File: config.mk
export PLATFORM = sky130hd
export DESIGN_NAME = target_ddr_word_rx
export DESIGN_NICKNAME = d
export VERILOG_FILES = /design/src/rtl/target_ddr_word_rx.sv
export SDC_FILE = /design/constraint.sdc
export NUM_CORES = 1
export LEC_CHECK = 0
export ABC_CLOCK_PERIOD_IN_PS = 7200
export BUFFER_PORTS_ARGS = -buffer_cell sky130_fd_sc_hd__buf_2
export CAP_MARGIN = 5
export CORE_MARGIN = 2
export CORE_UTILIZATION = 55
export DETAILED_ROUTE_END_ITERATION = 10
export PLACE_DENSITY = 0.83
export SYNTH_ARGS = -nofsm -noshare
export SYNTH_HDL_FRONTEND = slang
export SYNTH_SLANG_ARGS = --single-unit
File: constraint.sdc
create_clock -name i_sys_clk -period 7.2 [get_ports i_sys_clk]
set_input_delay 0.72 -clock i_sys_clk [delete_from_list [all_inputs] [get_ports i_sys_clk]]
set_output_delay 0.72 -clock i_sys_clk [all_outputs]
set_load 0.01 [all_outputs]
File: src/rtl/target_ddr_word_rx.sv
// target_ddr_word_rx: HDR-DDR word receiver; samples SDA on SCL edge strobes, checks parity/token/CRC5, decodes address, queues words in a FIFO.
module target_ddr_word_rx #(
  parameter int WORD_W = 16,
  parameter int FIFO_DEPTH = 4,
  parameter logic [6:0] MY_ADDR = 7'h66
) (
  input  logic              i_sys_clk,
  input  logic              i_sys_rst,
  input  logic              i_rx_en,
  input  logic              i_scl_pos_edge,
  input  logic              i_scl_neg_edge,
  input  logic              i_sda,
  output logic              o_word_valid,
  input  logic              i_word_ready,
  output logic [WORD_W-1:0] o_word_data,
  output logic [1:0]        o_word_kind,
  output logic [1:0]        o_word_hit,
  output logic [2:0]        o_word_err,
  output logic              o_overflow
);
  localparam int CW = $clog2(WORD_W + 1);
  localparam int AW = $clog2(FIFO_DEPTH);
  localparam int EW = WORD_W + 7;
  localparam logic [WORD_W-1:0] ODD = {(WORD_W / 2){2'b10}};
  localparam logic [WORD_W-1:0] EVEN = {(WORD_W / 2){2'b01}};
  typedef enum logic [2:0] {IDLE, PRE, CMD, DATA, PAR, TOKEN, CRCV} state_t;
  state_t r_state, w_state_n;
  logic [CW-1:0] r_cnt, w_len;
  logic [WORD_W-1:0] r_sh;
  logic [3:0] r_aux;
  logic [4:0] r_crc, w_aux_n, w_crc_n;
  logic r_first, r_tok_err, r_cmd, r_pend;
  logic [EW-1:0] r_pend_e, w_push_e;
  logic w_bit, w_last, w_push, w_p1, w_p0, w_par_bad;
  logic [1:0] w_hit;
  logic [EW-1:0] r_mem [FIFO_DEPTH];
  logic [AW-1:0] r_wp, r_rp;
  logic [AW:0] r_count;
  logic w_full, w_pop, w_wr;
  logic [EW-1:0] w_head;
  assign w_bit = i_rx_en & (i_scl_pos_edge | i_scl_neg_edge);
  assign w_aux_n = {r_aux, i_sda};
  assign w_len = (r_state == CMD || r_state == DATA) ? CW'(WORD_W) :
                 r_state == TOKEN ? CW'(4) : r_state == CRCV ? CW'(5) : CW'(2);
  assign w_last = w_bit && r_state != IDLE && r_cnt == w_len - CW'(1);
  assign w_crc_n = {r_crc[3:0], 1'b0} ^ ((r_crc[4] ^ i_sda) ? 5'h05 : 5'h00);
  // command parity also covers the preamble's trailing '1'
  assign w_p1 = ^(r_sh & ODD) ^ r_cmd;
  assign w_p0 = ~^(r_sh & EVEN);
  assign w_par_bad = w_aux_n[1:0] != {w_p1, w_p0};
  assign w_hit = !r_cmd ? 2'b00 : r_sh[7:1] == MY_ADDR ? 2'b01 : r_sh[7:1] == 7'h7E ? 2'b10 : 2'b00;
  always_ff @(posedge i_sys_clk or posedge i_sys_rst)
    if (i_sys_rst) r_state <= IDLE;
    else r_state <= w_state_n;
  always_comb begin
    w_state_n = r_state;
    w_push = 1'b0;
    w_push_e = '0;
    if (!i_rx_en) w_state_n = IDLE;
    else
      case (r_state)
        IDLE: w_state_n = PRE;
        PRE:
          if (w_last) begin
            if (w_aux_n[1:0] == 2'b01) w_state_n = r_first ? TOKEN : CMD;
            else if (w_aux_n[1:0] == 2'b11) w_state_n = DATA;
            else begin
              w_push = 1'b1;
              w_push_e = {WORD_W'(1'b0), 2'b01, 2'b00, 3'b001};
            end
          end
        CMD, DATA: if (w_last) w_state_n = PAR;
        PAR:
          if (w_last) begin
            w_state_n = PRE;
            w_push = 1'b1;
            w_push_e = {r_sh, r_cmd ? 2'b00 : 2'b01, w_hit, 2'b00, w_par_bad};
          end
        TOKEN: if (w_last) w_state_n = CRCV;
        CRCV:
          if (w_last) begin
            w_state_n = PRE;
            w_push = 1'b1;
            w_push_e = {WORD_W'(w_aux_n), 2'b10, 2'b00, r_tok_err, w_aux_n != r_crc, 1'b0};
          end
        default: w_state_n = IDLE;
      endcase
  end
  always_ff @(posedge i_sys_clk or posedge i_sys_rst)
    if (i_sys_rst) begin
      r_cnt <= '0;
      r_sh <= '0;
      r_aux <= '0;
      r_crc <= 5'h1F;
      r_first <= 1'b0;
      r_tok_err <= 1'b0;
      r_cmd <= 1'b0;
      r_pend <= 1'b0;
      r_pend_e <= '0;
    end else begin
      r_pend <= w_push;
      r_pend_e <= w_push_e;
      if (!i_rx_en) begin
        r_first <= 1'b0;
        r_cnt <= '0;
      end else if (w_bit && r_state != IDLE) begin
        r_aux <= w_aux_n[3:0];
        r_cnt <= w_last ? '0 : r_cnt + CW'(1);
        if (r_state == CMD || r_state == DATA) r_sh <= {r_sh[WORD_W-2:0], i_sda};
        if (r_state == DATA) r_crc <= w_crc_n;
        if (r_state == TOKEN && w_last) r_tok_err <= w_aux_n[3:0] != 4'b1100;
        if (r_state == PRE && w_last && w_aux_n[1:0] == 2'b01 && !r_first) begin
          r_crc <= 5'h1F;
          r_first <= 1'b1;
          r_cmd <= 1'b1;
        end
        if (r_state == PRE && w_last && w_aux_n[1:0] == 2'b11) r_cmd <= 1'b0;
        if (r_state == CRCV && w_last) r_first <= 1'b0;
      end
    end
  assign o_word_valid = r_count != '0;
  assign w_full = r_count == (AW + 1)'(FIFO_DEPTH);
  assign w_pop = o_word_valid & i_word_ready;
  // a pop frees the slot in the same cycle, so a full FIFO still accepts the push
  assign w_wr = r_pend & (!w_full | w_pop);
  always_ff @(posedge i_sys_clk or posedge i_sys_rst)
    if (i_sys_rst) begin
      r_wp <= '0;
      r_rp <= '0;
      r_count <= '0;
      o_overflow <= 1'b0;
    end else begin
      if (w_wr) r_wp <= r_wp + AW'(1);
      if (w_pop) r_rp <= r_rp + AW'(1);
      r_count <= r_count + (AW + 1)'(w_wr) - (AW + 1)'(w_pop);
      if (r_pend && !w_wr) o_overflow <= 1'b1;
    end
  always_ff @(posedge i_sys_clk)
    if (w_wr) r_mem[r_wp] <= r_pend_e;
  assign w_head = o_word_valid ? r_mem[r_rp] : '0;
  assign {o_word_data, o_word_kind, o_word_hit, o_word_err} = w_head;
endmodule

; ---- Word-level counts from Yosys, hierarchy flattened
; Memories as Yosys holds them, arrays and structs flattened.
; Cells that the tools add are included.
[word_totals]
reg_bits = 68
latchBits = 0
mem_bits_rw = 92
mem_bits_ro = 0
in_bits = 7
out_inout_bits = 25
wordCells = 123
n_memories = 1
[memory_table]
columns = memory, depth, width, rd, rd_ports_with_merged_regs, write_ports, line_no
row1 = r_mem, 4, 23, 1, 0, 1, 36  ; logic [EW-1:0] r_mem [FIFO_DEPTH];
[op_classes]
n_addsub = 6
mul = 0
div = 0
magnitude_cmp = 0
eq_ne = 22
shifts = 0
n_mux = 43
bitwise_logic = 8
reduce_logical = 29
[op_table]
columns = cell, count
row1 = 23-bit two-way mux, 3
row2 = 23-bit case mux with 3 select lines, 1
row3 = 3-bit two-way mux, 11
row4 = 5-bit two-way mux, 6
row5 = 6-bit two-way mux, 3
row6 = 16-bit XNOR reduction, 1
row7 = 16-bit parity, 1
row8 = 3-bit case mux with 5 select lines, 1
row9 = "7-bit equality test, second input constant", 2
row10 = 1-bit two-way mux, 13
row11 = "3-bit equality test, second input constant", 4
row12 = 12-bit two-way mux, 1
row13 = 3-bit AND reduction, 4
row14 = 1-bit logical AND, 9
row15 = "3-bit inequality test, second input constant", 3
row16 = "4-bit inequality test, second input constant", 2
row17 = "3-bit by 2-bit equality test with 1-bit output, second input constant", 2
row18 = 2-bit two-way mux, 3
row19 = 3-bit nonzero test, 2
row20 = "5-bit by 1-bit adder with 5-bit output, second input constant", 1
row21 = 5-bit equality test, 1
row22 = 5-bit inequality test, 1
row23 = 5-bit AND reduction, 1
row24 = "5-bit by 1-bit subtractor with 5-bit output, second input constant", 1
row25 = other kinds (21), 31

; ---- Depth between registers and ports, before layout
; Gate-level depths: netlist of the first run.
[logic_depth]
depth_word = 14
ltp_mapped = 11
depth_no_buf = 9

; ---- Least setup slack after synthesis of the first run
; No wires, ideal clock.
[synth_path]
kind = reg2reg
startpoint = reg r_state[0]
endpoint = reg r_first
setup_ns = 0.087
t_arrival_ns = 2.685
required_ns = 7.113
slack_ns = 4.428
path_stages_with_launch = 12
path_buffers = 2
period_less_slack_ns = 2.772
cell_sequence = dfrtp_1 clkbuf_1 nand2_1 xnor2_1 ha_1 ha_1 xor2_1 nor3_1 o2111ai_4 or3_1 buf_2 a211oi_2
[synth_via]
elab_chain_len = 12
word_cells_on_any_way = 24
cone_classes = add/sub: 1 / eq/ne: 8 / mux: 6 / reduce/logical: 9
[synth_rtl]
columns = item, line_no
row1 = from (decl), 27  ; state_t r_state, w_state_n;
row2 = from (signal assigned), 54  ; else r_state <= w_state_n;
row3 = 3-bit equality test, "44, 118"
row4 = 3-bit two-way mux (2 in a row), 44  ; r_state == TOKEN ? CW'(4) : r_state == CRCV ? CW'(5) : CW'(2);
row5 = 5-bit two-way mux, 43  ; assign w_len = (r_state == CMD || r_state == DATA) ? CW'(WORD_W) :
row6 = 5-bit by 1-bit subtractor with 5-bit output, 45  ; assign w_last = w_bit && r_state != IDLE && r_cnt == w_len - CW'(1);
row7 = 5-bit equality test, 45
row8 = 1-bit logical AND, 45
row9 = 1-bit logical AND (3 in a row), 112  ; if (r_state == PRE && w_last && w_aux_n[1:0] == 2'b01 && !r_first) begin
row10 = 3-bit by 1-bit inequality test with 1-bit output (no source line), --
row11 = 2-bit AND reduction (no source line), --
row12 = to (signal assigned), 104  ; r_first <= 1'b0;
row13 = to (signal assigned), 114  ; r_first <= 1'b1;
row14 = to (signal assigned), 118  ; if (r_state == CRCV && w_last) r_first <= 1'b0;
row15 = to (decl), 32  ; logic r_first, r_tok_err, r_cmd, r_pend;
; Several ways; a longest one is shown, not always the timed one. The select of a mux whose other input is x is not followed.
; A chain may end at the register's enable or synchronous reset.

; ---- Worst setup path in the final report of the first run
[layout_path]
startpoint = reg r_state[0]
endpoint = reg r_pend_e[4]
[layout_via]
elab_chain_len = 10
word_cells_on_any_way = 19
cone_classes = add/sub: 1 / eq/ne: 7 / mux: 7 / reduce/logical: 4
[layout_rtl]
columns = item, line_no
row1 = 3-bit equality test, "44, 61"
row2 = 3-bit two-way mux (2 in a row), 44
row3 = 5-bit two-way mux, 43
row4 = 5-bit by 1-bit subtractor with 5-bit output, 45
row5 = 5-bit equality test, 45
row6 = 1-bit logical AND, 45
row7 = 23-bit two-way mux / 6-bit two-way mux (equally long branches), "74, 64"
row8 = 23-bit case mux with 3 select lines *, 61  ; case (r_state)
row9 = 23-bit two-way mux *, 59  ; if (!i_rx_en) w_state_n = IDLE;
row10 = net w_push_e[4], 33  ; logic [EW-1:0] r_pend_e, w_push_e;
row11 = to (signal assigned), 102  ; r_pend_e <= w_push_e;
row12 = to (decl), 33
; Mark *: on every way through the listed nets, which the timed path passes. The rest lies on a longest branch.

==> parameters.txt, run 1 <==
Parameter                              Value

CTS
  Clock root buffer master ... sky130_fd_sc_hd__clkbuf_16
  Max Buffers Root-to-Sink ... 2
  Setup Fix Bufs, Post-CTS ... 0
  Clock insertion delay at the later pin of the skew report ... 0.42 ns
  Count of hold-fix buffers inserted at cts ... 0
  Sink count of the clock tree ... 160
  Clock buffers created by TritonCTS ... 17
  Resize count post-CTS ... 0
  Clock tree from TritonCTS ... built
  CTS H-tree lvls ... 4
  Clock slew at the register clock pins of the worst setup and hold paths ... 0.06 ns

STA
  Number of endpoints with negative hold slack in the final report ... 0
  Worst slew margin ... 0.236
  Number of failing setup endpoints in the final timing report ... 0
  Max-slew violations ... 0
  Maximum clock frequency ... 0.314 GHz
  Clock period minus worst slack ... 3.19 ns
  Unrepaired setup endpoints after global routing ... false
  Clock Skew ... 0.0110 ns
  Period utilisation layout ... 0.443
  Final setup slack of the worst path ... 4.01 ns
  Setup TNS Final ... 0 ns
  Slew at the pin closest to its max-slew limit ... 1.15 ns

Global route
  First-pass GRT wire length ... 19300 um
  Pin count of the biggest net entering global routing ... 69
  Global-route congestion overflow total ... 0
  Via count of the first global-routing pass ... 3691
  Initial antenna violation count ... 0
  Overall fraction of global-route tracks in use ... 0.194

Routing
  Highest signal layer in the routed design ... met4
  Router iterations before antenna repair ... 4
  Total Wirelength ... 11500 um
  DRC violation count after routing ... 0
  Routed met2 length ... 5940 um
  Violation count after the first detailed-route iteration ... 333
  Average detailed-routed wire length per instance ... 18.3 um
  Met1 Routed Length ... 5020 um
  Via total after detailed routing ... 3576
  DR WL met3 ... 421 um
  Antenna-violating nets left ... 0
  Drt via density ... 5.69

Power
  Leakage power of the design ... 3.16 nW
  Peak ir drop on the vdd network ... 0.143 mV
  Ratio of total power to cell area ... 338 nW/um2

Floorplanning
  Die outline area ... 13200 um2
  Die height ... 115 um
  Number of rows in the core area ... 40
  Width of the die ... 115 um
  Number of I/O pins ... 32
  Core footprint ... 12000 um2
  Initial Utilization ... 0.563

Worst setup path
  Startpoint type of the worst setup path ... flip-flop
  Required time of the critical path ... 7.52 ns
  Crit path buffers/inverters ... 0
  Peak per-stage delay on the critical path ... 0.63 ns
  Crit-path slowest cell ... sky130_fd_sc_hd__a211oi_4
  Sort of element at the end of the critical path ... flip-flop
  CP Cell Sequence ... nand2_1, xnor2_1, ha_1, ha_1, xnor2_1, or4_4, a211oi_4, nand2_2, nor4_2
  Category of cells accounting for the largest share of critical-path delay ... simple AND/OR/NAND/NOR gates
  Path type of the worst setup path ... reg -> reg
  Largest fanout of any net on the critical path ... 18
  Arrival time worst endpoint ... 3.51 ns

Placement
  Routability-driven placement congestion ratio ... 0.802
  Post-placement setup slack ... 4.01 ns
  Placed wire-length estimate ... 7060 um
  Buffers on Ports ... 31

Cells and area
  Most common library cell in the layout ignoring fill and taps ... sky130_fd_sc_hd__edfxtp_1
  Diodes inserted ... 0
  Most frequent cells in the layout ... 92 x sky130_fd_sc_hd__edfxtp_1, 63 x sky130_fd_sc_hd__dfrtp_1, 39 x sky130_fd_sc_hd__and2_1, 31 x sky130_fd_sc_hd__nand2_1, 31 x sky130_fd_sc_hd__buf_2
  Fraction of final layout cells sized beyond drive strength 1 ... 0.272
  Final nets ... 484
  Area delta synth->final ... 13.5%

Synthesis
  Biggest area contributors in the synthesized netlist ... sky130_fd_sc_hd__edfxtp_1 41%, sky130_fd_sc_hd__dfrtp_1 23%, sky130_fd_sc_hd__mux4_2 7.7%, sky130_fd_sc_hd__and2_1 3.6%, sky130_fd_sc_hd__mux2_2 2.8%
  Share of Yosys cell area claimed by the top area cell type ... 0.409
  Dominant synthesized flop cell ... sky130_fd_sc_hd__edfxtp_1
  Sequential cell area fraction in the yosys report ... 0.661
  Post-synthesis register bit count ... 160
  Proportion of register bits with asynchronous set or reset after synthesis ... 0.425
  Mapped Nets ... 448
  Number of library cell types mapped by synthesis ... 58
  Area of the mapped netlist ... 6760 um2
  Average footprint of a synthesized cell ... 15.7 um2
  Library cell occupying the most area in the post-synthesis netlist ... sky130_fd_sc_hd__edfxtp_1
  Synthesized instance count ... 432
  Syn. warnings ... 0
  EDFF count, synth ... 92

Run
  MaxCap Viol Count ... 0

Run status
  Result of the run ... finished clean

Worst hold path
  Hold WC Path Type ... reg -> reg
==> flip-flops by register name, summed over array words and instances (netlist names), 3 cells and up <==
register and flops:
r_pend_e 23, r_count 3, r_state 3, r_sh 16, r_crc 5, r_aux 4, r_cnt 5, r_mem 92
==> Yosys cell counts (2+ instances only) <==
library cell and number:
sky130_fd_sc_hd__buf_2 4, sky130_fd_sc_hd__nor3_1 2, sky130_fd_sc_hd__edfxtp_1 92, sky130_fd_sc_hd__dfstp_2 5, sky130_fd_sc_hd__dfrtp_1 63, sky130_fd_sc_hd__xnor2_1 21, sky130_fd_sc_hd__mux2i_1 3, sky130_fd_sc_hd__xor2_1 10
sky130_fd_sc_hd__or2_2 2, sky130_fd_sc_hd__inv_1 10, sky130_fd_sc_hd__o21ai_1 2, sky130_fd_sc_hd__a21o_1 2, sky130_fd_sc_hd__a22o_1 4, sky130_fd_sc_hd__nor3b_1 2, sky130_fd_sc_hd__o211ai_1 3, sky130_fd_sc_hd__ha_1 8
sky130_fd_sc_hd__nor2b_1 6, sky130_fd_sc_hd__o21ai_0 8, sky130_fd_sc_hd__clkbuf_1 15, sky130_fd_sc_hd__mux2_2 17, sky130_fd_sc_hd__or3_1 3, sky130_fd_sc_hd__nand2_1 31, sky130_fd_sc_hd__nand3_1 9, sky130_fd_sc_hd__nor2_1 9
sky130_fd_sc_hd__a21oi_1 7, sky130_fd_sc_hd__mux4_2 23, sky130_fd_sc_hd__xnor3_1 2, sky130_fd_sc_hd__and2_1 39
==> layer usage <==
metal  global-route usage  up-vias
met1                0.252     1826
met3               0.0485        9
met4               0.0691        0
met2                0.321       84
li1                     -     1657
met5                    0        -
==> where the power goes <==
part	switching [W]	internal, W	total, W
Combinational	0.000246	0.000288	0.000534
Clock	0.000361	0.000551	0.000911
Sequential	0.000111	0.00104	0.00115
==> area by class of cell <==
type / count / area [um2]
clock buffer: 17 / 425
tap: 147 / 184
timing repair buffer: 38 / 208
sequential: 160 / 4470
clock inverter: 15 / 185
inverter: 10 / 37.5
multi-input combinational: 241 / 2160
fill: 817 / 4340
==> cell families (layout without fill, tap and decap cells) <==
logic type,after synthesis,in the layout,share of synthesized area
and+or+nand+nor,117,117,0.0975
DFF,160,160,0.661
AOI/OAI and AO/OA,38,38,0.0455
adders and majority gates,9,9,0.0178
buffers and inverters,31,80,0.0196
xor gates and xnor gates,34,34,0.0492
muxes,43,43,0.109
==> worst paths after layout <==
check | startpoint | end | slack (ns) | depth (start not counted)
setup / recovery | r_state[0] | r_pend_e[4] | 4.01 | 9
hold / removal | o_overflow | o_overflow | 0.45 | 1
setup reg to reg | r_state[0] | r_pend_e[4] | 4.01 | 9
hold reg to reg | o_overflow | o_overflow | 0.45 | 1
max in group asynchronous | i_sys_rst | r_aux[1] | 6.07 | 3
min in group asynchronous | i_sys_rst | r_pend | 0.55 | 3
==> worst reg2reg max path, stage by stage (launching register included) <==
cell	delay [ns]
sky130_fd_sc_hd__dfrtp_1	0.58
sky130_fd_sc_hd__nand2_1	0.19
sky130_fd_sc_hd__xnor2_1	0.17
sky130_fd_sc_hd__ha_1	0.19
sky130_fd_sc_hd__ha_1	0.28
sky130_fd_sc_hd__xnor2_1	0.14
sky130_fd_sc_hd__or4_4	0.47
sky130_fd_sc_hd__a211oi_4	0.63
sky130_fd_sc_hd__nand2_2	0.17
sky130_fd_sc_hd__nor4_2	0.28
==> per-stage QoR <==
stage	hold slack [ns]	std cells	area, um2	power, W	util
finish	0.455	628	7670	0.00259	0.639
global route	0.460	628	7670	0.00272	0.639
CTS	0.454	628	7670	0.00262	0.639
detailed placement	0.440	596	7060	0.00170	0.588
global placement	0.434	596	7060	0.00168	0.588
floorplan	0.449	432	6760	0.00156	-
Note: power is estimated with default switching activity, not from simulation.
==> run 2: changes to the inputs <==
ABC_CLOCK_PERIOD_IN_PS = 3300   (was 7200)
clock period = 3.3 ns   (was 7.2 ns; I/O delays follow)
==> parameters.txt, run 2 (synthesis gave the netlist of run 1 again) <==
Parameter                              Value

Power
  Sequential power share ... 0.447 (+0.004)
  Leakage power of the design ... 3.16 nW (-0.24%)
  Peak ir drop on the vdd network ... 0.288 mV (+100%)
  Part of the power in the clock network ... 0.327 (-0.024)
  Net load switching power ... 0.00156 W (+120%)
  Internal power ... 0.00392 W (+110%)
  Switching power as a share of total power ... 0.284 (+0.00758)
  Ratio of total power to cell area ... 716 nW/um2 (+110%)
  Relative contribution of combinational cells to total power ... 0.226 (+0.020)

Worst setup path
  Required time of the critical path ... 3.63 ns (-3.89 ns)
  Sort of element at the end of the critical path ... flip-flop
  Largest fanout of any net on the critical path ... 13 (-5)
  Arrival time worst endpoint ... 3.31 ns (-0.20 ns)
  Critical path launch point ... r_state[0]
  Path type of the worst setup path ... reg -> reg
  Reg-to-reg startpoint ... r_state[0]
  Startpoint type of the worst setup path ... flip-flop

STA
  Period utilisation layout ... 0.904 (+0.461)
  Clock Skew ... 0.00788 ns (-0.00309 ns)
  Final setup slack of the worst path ... 0.316 ns (-3.70 ns)
  Worst slew margin ... 0.587 (+0.351)
  Maximum clock frequency ... 0.335 GHz (+6.9%)
  Clock period minus worst slack ... 2.98 ns (-0.205 ns)
  Setup TNS Final ... 0 ns (unchanged)
  Number of endpoints with negative hold slack in the final report ... 0 (unchanged)
  Number of failing setup endpoints in the final timing report ... 0 (unchanged)
  Max-slew violations ... 0 (unchanged)
  Unrepaired setup endpoints after global routing ... false
  Slew at the pin closest to its max-slew limit ... 0.619 ns (-0.526 ns)

Cells and area
  Largest register by flop count ... r_mem
  Footprint of the multi-input gates ... 2160 um2 (unchanged)
  Diodes inserted ... 0 (unchanged)
  Most common library cell in the layout ignoring fill and taps ... sky130_fd_sc_hd__edfxtp_1
  Largest registers ... r_mem (92), r_pend_e (23), r_sh (16)
  Filler Cell Count ... 830 (+1.6%)
  Fraction of final layout cells sized beyond drive strength 1 ... 0.278 (+0.00543)
  Final nets ... 489 (+1.0%)
  Area used by sequential logic in the layout ... 4470 um2 (unchanged)
  Area delta synth->final ... 13.2%
  Number of flip-flops under the largest register name ... 92 (unchanged)
  Most frequent cells in the layout ... 92 x sky130_fd_sc_hd__edfxtp_1, 63 x sky130_fd_sc_hd__dfrtp_1, 39 x sky130_fd_sc_hd__and2_1, 31 x sky130_fd_sc_hd__nand2_1, 31 x sky130_fd_sc_hd__buf_2

CTS
  Resize count post-CTS ... 0 (unchanged)
  Max Buffers Root-to-Sink ... 2 (unchanged)
  Clock root buffer master ... sky130_fd_sc_hd__clkbuf_16
  Clock buffers created by TritonCTS ... 17 (unchanged)
  Sink count of the clock tree ... 160 (unchanged)
  Clock tree from TritonCTS ... built
  CTS H-tree lvls ... 4 (unchanged)
  Clock insertion delay at the later pin of the skew report ... 0.43 ns (about the same)
  Clock slew at the register clock pins of the worst setup and hold paths ... 0.06 ns (about the same)

Placement
  Buffers on Ports ... 31 (unchanged)
  Placed wire-length estimate ... 7330 um (+3.8%)
  Routability-driven placement congestion ratio ... 0.894 (+11%)
  Post-placement setup slack ... 0.286 ns (-3.73 ns)

Global route
  Initial antenna violation count ... 0 (unchanged)
  Pin count of the biggest net entering global routing ... 32 (-54%)
  Via count of the first global-routing pass ... 3784 (+2.5%)
  Global-route congestion overflow total ... 0 (unchanged)
  First-pass GRT wire length ... 19100 um (-0.61%)
  Overall fraction of global-route tracks in use ... 0.194 (+0.000501)

Routing
  Violation count after the first detailed-route iteration ... 286 (-14%)
  DRC violation count after routing ... 0 (unchanged)
  Average detailed-routed wire length per instance ... 18.3 um (+0.26%)
  Antenna-violating nets left ... 0 (unchanged)
  Router iterations before antenna repair ... 6 (+2)
  Via total after detailed routing ... 3569 (-0.20%)
  Drt via density ... 5.64 (-0.98%)
  Total Wirelength ... 11600 um (+1.1%)

Floorplanning
  Number of rows in the core area ... 40 (unchanged)
  Initial Utilization ... 0.563 (unchanged)
  Die height ... 115 um (unchanged)
  Die outline area ... 13200 um2 (unchanged)
  Width of the die ... 115 um (unchanged)
  Core footprint ... 12000 um2 (unchanged)
  Number of I/O pins ... 32 (unchanged)

Run status
  Result of the run ... finished clean

Worst hold path
  Min-Delay Startpoint ... i_rx_en
  Hold WC Path Type ... in -> reg

Run
  MaxCap Viol Count ... 0 (unchanged)
## run 2: worst paths after layout
kind                       slack (ns)  cells past startpoint     endpoint
max in group asynchronous        2.12                      4      r_sh[0]
hold / removal                   0.22                      3   r_state[1]
setup reg to reg                 0.32                      8  r_pend_e[4]
setup / recovery                 0.32                      8  r_pend_e[4]
hold reg to reg                  0.48                      1   o_overflow
min in group asynchronous        0.44                      3   r_count[0]
## run 2: critical path: stages, from the launching register on
cell and delay, ns:
sky130_fd_sc_hd__dfrtp_1 0.51, sky130_fd_sc_hd__nand3b_2 0.36, sky130_fd_sc_hd__ha_1 0.25, sky130_fd_sc_hd__ha_1 0.29, sky130_fd_sc_hd__xnor2_1 0.14, sky130_fd_sc_hd__or4_4 0.47, sky130_fd_sc_hd__a211oi_4 0.43, sky130_fd_sc_hd__nand2_2 0.15
sky130_fd_sc_hd__nor4_2 0.29
## run 2: layout make-up
cell class                      count  area share
Multi-Input combinational cell    241       0.283
Clock buffer                       20      0.0610
Inverter                           10     0.00490
Sequential cell                   160       0.584
Timing Repair Buffer               43      0.0324
Tap cell                          147      0.0240
Clock inverter                     12      0.0108
## run 2: per-stage QoR
| step | instance area (um2) | hold WS (ns) | power (W) | util | cells |
|---|---|---|---|---|---|
| floorplan | 6760 | 0.449 | 0.00341 | - | 432 |
| global placement | 7090 | 0.337 | 0.00369 | 0.591 | 600 |
| detailed placement | 7090 | 0.357 | 0.00373 | 0.591 | 600 |
| CTS | 7650 | 0.198 | 0.00553 | 0.637 | 633 |
| global route | 7650 | 0.216 | 0.00576 | 0.637 | 633 |
| finish | 7650 | 0.219 | 0.00548 | 0.637 | 633 |
## run 2: repair_timing
item / CTS / global route
endpoints found under the hold margin: 17 / 0
setup buffers: 0 / 0
hold buffers: 1 / 0
## run 2: routing by layer
layer	routed length, um	vias up	track usage
li1	-	1650	-
met1	5140	1828	0.242
met2	5840	79	0.318
met3	500	12	0.0764
met4	121	0	0.0570
met5	0	-	0
## run 2: power groups by stage
| stage | clock (W) | combinational (W) | sequential (W) |
|---|---|---|---|
| finish | 0.00179 | 0.00124 | 0.00245 |
| global route | 0.00190 | 0.00139 | 0.00247 |
| CTS | 0.00182 | 0.00126 | 0.00245 |
| detailed placement | 0 | 0.00124 | 0.00248 |
| global placement | 0 | 0.00122 | 0.00247 |
| floorplan | 0 | 0.000993 | 0.00241 |
==> run 3: changes to the inputs <==
PLACE_DENSITY = 0.73   (was 0.83)
==> parameters.txt, run 3 (synthesis gave the netlist of run 1 again) <==
Parameter                              Value

Run status
  Result of the run ... finished clean

STA
  Setup TNS Final ... 0 ns (unchanged)
  Hold WS ... 0.215 ns (-0.00354 ns)
  Slew at the pin closest to its max-slew limit ... 0.614 ns (-0.00578 ns)
  Clock period minus worst slack ... 2.96 ns (-0.0272 ns)
  Unrepaired setup endpoints after global routing ... false
  Number of endpoints with negative hold slack in the final report ... 0 (unchanged)
  Maximum clock frequency ... 0.338 GHz (+0.92%)
  Clock Skew ... 0.00738 ns (-0.000503 ns)
  Worst slew margin ... 0.590 (+0.00326)
  Max-slew violations ... 0 (unchanged)
  Period utilisation layout ... 0.896 (-0.00825)
  Number of failing setup endpoints in the final timing report ... 0 (unchanged)

Routing
  Violation count after the first detailed-route iteration ... 236 (-17%)
  Router iterations before antenna repair ... 4 (-2)
  Average detailed-routed wire length per instance ... 18.2 um (-0.74%)
  Via total after detailed routing ... 3532 (-1.0%)
  Drt via density ... 5.57 (-1.2%)
  DRC violation count after routing ... 0 (unchanged)
  Antenna-violating nets left ... 0 (unchanged)
  Total Wirelength ... 11500 um (-0.59%)

Global route
  Overall fraction of global-route tracks in use ... 0.195 (+0.000390)
  Initial antenna violation count ... 0 (unchanged)
  GR Util met3 ... 0.0517 (-0.0248)
  Global-route congestion overflow total ... 0 (unchanged)
  Pin count of the biggest net entering global routing ... 30 (-6.3%)
  Global routing usage on met2 ... 0.318 (-0.000392)
  Most utilized layer in the global route result ... met2
  Via count of the first global-routing pass ... 3647 (-3.6%)
  First-pass GRT wire length ... 19100 um (-0.43%)
  Global-route met1 utilization ... 0.254 (+0.0119)

Run
  MaxCap Viol Count ... 0 (unchanged)

Floorplanning
  Die height ... 115 um (unchanged)
  Width of the die ... 115 um (unchanged)
  Number of rows in the core area ... 40 (unchanged)
  Number of I/O pins ... 32 (unchanged)
  Core footprint ... 12000 um2 (unchanged)
  Initial Utilization ... 0.563 (unchanged)
  Die outline area ... 13200 um2 (unchanged)

CTS
  Sink count of the clock tree ... 160 (unchanged)
  Count of hold-fix buffers inserted at cts ... 1 (unchanged)
  Resize count post-CTS ... 0 (unchanged)
  Clock insertion delay at the later pin of the skew report ... 0.42 ns (about the same)
  Clock slew at the register clock pins of the worst setup and hold paths ... 0.06 ns (about the same)
  Max Buffers Root-to-Sink ... 2 (unchanged)
  Setup Fix Bufs, Post-CTS ... 0 (unchanged)
  CTS H-tree lvls ... 4 (unchanged)
  Clock buffers created by TritonCTS ... 17 (unchanged)
  Clock root buffer master ... sky130_fd_sc_hd__clkbuf_16
  Clock tree from TritonCTS ... built

Cells and area
  Final nets ... 490 (+0.20%)
  Area delta synth->final ... 13.9%
  Fraction of final layout cells sized beyond drive strength 1 ... 0.279 (+0.00148)
  Diodes inserted ... 0 (unchanged)
  Number of flip-flops under the largest register name ... 92 (unchanged)
  Largest registers ... r_mem (92), r_pend_e (23), r_sh (16)
  Most common library cell in the layout ignoring fill and taps ... sky130_fd_sc_hd__edfxtp_1
  Non-filler instance count after layout ... 634 (+0.16%)
  Filler Cell Count ... 848 (+2.2%)
  Largest register by flop count ... r_mem
  Most frequent cells in the layout ... 92 x sky130_fd_sc_hd__edfxtp_1, 63 x sky130_fd_sc_hd__dfrtp_1, 39 x sky130_fd_sc_hd__and2_1, 31 x sky130_fd_sc_hd__nand2_1, 31 x sky130_fd_sc_hd__buf_2

Power
  Final total power ... 0.00558 W (+1.8%)
  Net load switching power ... 0.00157 W (+0.83%)
  Internal power ... 0.00401 W (+2.2%)
  Part of the power in the clock network ... 0.341 (+0.014)
  Relative contribution of combinational cells to total power ... 0.221 (-0.005)
  Ratio of total power to cell area ... 724 nW/um2 (+1.2%)
  Peak ir drop on the vdd network ... 0.439 mV (+53%)
  Switching power as a share of total power ... 0.282 (-0.00274)
  Leakage power of the design ... 3.18 nW (+0.91%)
  Sequential power share ... 0.438 (-0.009)

Placement
  Placed wire-length estimate ... 7210 um (-1.6%)
  Routability-driven placement congestion ratio ... 0.846 (-5.4%)
  Count of placed standard cells including taps ... 601 (+0.17%)
  Buffers on Ports ... 31 (unchanged)

Worst setup path
  Required time of the critical path ... 3.64 ns (about the same)
  Crit path buffers/inverters ... 0 (unchanged)
  Path type of the worst setup path ... reg -> reg
  Sort of element at the end of the critical path ... flip-flop
  Arrival time worst endpoint ... 3.30 ns (about the same)
  CP Cell Sequence ... nand2_1, xnor2_1, ha_1, ha_1, xor2_1, nor3_1, o2111ai_4, or3_1, a211oi_2
  Largest fanout of any net on the critical path ... 11 (-2)
  Crit-path slowest cell ... sky130_fd_sc_hd__or3_1
  Startpoint type of the worst setup path ... flip-flop
  Category of cells accounting for the largest share of critical-path delay ... simple AND/OR/NAND/NOR gates
  Top cell by count, worst path ... sky130_fd_sc_hd__ha_1
  Peak per-stage delay on the critical path ... 0.56 ns (+0.05 ns)
  Worst reg-to-reg setup slack ... 0.34 ns (+0.03 ns)

Worst hold path
  Hold WC Path Type ... in -> reg
==> run 3: path summary, 6_finish.rpt <==
kind,from,end,cells past startpoint
worst max-delay path,r_state[2],r_first,9
worst min-delay path,i_rx_en,r_state[1],3
worst max register to register,r_state[2],r_first,9
worst min register to register,o_overflow,o_overflow,1
max in group asynchronous,i_sys_rst,r_sh[9],4
min in group asynchronous,i_sys_rst,r_pend,3
==> run 3: power by group through the flow <==
| stage | Combinational (W) | Clock, W | Sequential, W |
|---|---|---|---|
| floorplan | 0.000993 | 0 | 0.00241 |
| global placement | 0.00122 | 0 | 0.00247 |
| detailed placement | 0.00125 | 0 | 0.00248 |
| CTS | 0.00126 | 0.00194 | 0.00244 |
| global route | 0.00139 | 0.00202 | 0.00246 |
| finish | 0.00123 | 0.00190 | 0.00244 |
==> run 3: per-stage QoR <==
stage / setup slack (ns) / instance area [um2] / utilization
floorplan: 0.528 / 6760 / -
global placement: 0.495 / 7100 / 0.591
detailed placement: 0.370 / 7100 / 0.591
CTS: 0.350 / 7700 / 0.641
global route: 0.154 / 7700 / 0.641
finish: 0.344 / 7700 / 0.641
==> run 3: worst min-delay path, stage by stage <==
cell and delay, ns:
sky130_fd_sc_hd__buf_2 0.12, sky130_fd_sc_hd__nand2_1 0.07, sky130_fd_sc_hd__mux2i_1 0.07
==> run 3: final cells by class <==
| cell class | instances | area (um2) | area share |
|---|---|---|---|
| Timing Repair Buffer | 44 | 255 | 0.0331 |
| Tap cell | 147 | 184 | 0.0239 |
| Multi-Input combinational cell | 241 | 2160 | 0.281 |
| Clock inverter | 11 | 87.6 | 0.0114 |
| Inverter | 10 | 37.5 | 0.00487 |
| Sequential cell | 160 | 4470 | 0.580 |
| Clock buffer | 21 | 503 | 0.0653 |
==> run 3: metal layers <==
layer,share of wire,vias to the layer above
li1,-,1661
met1,0.45,1798
met2,0.50,64
met3,0.033,9
met4,0.013,0
met5,0,-
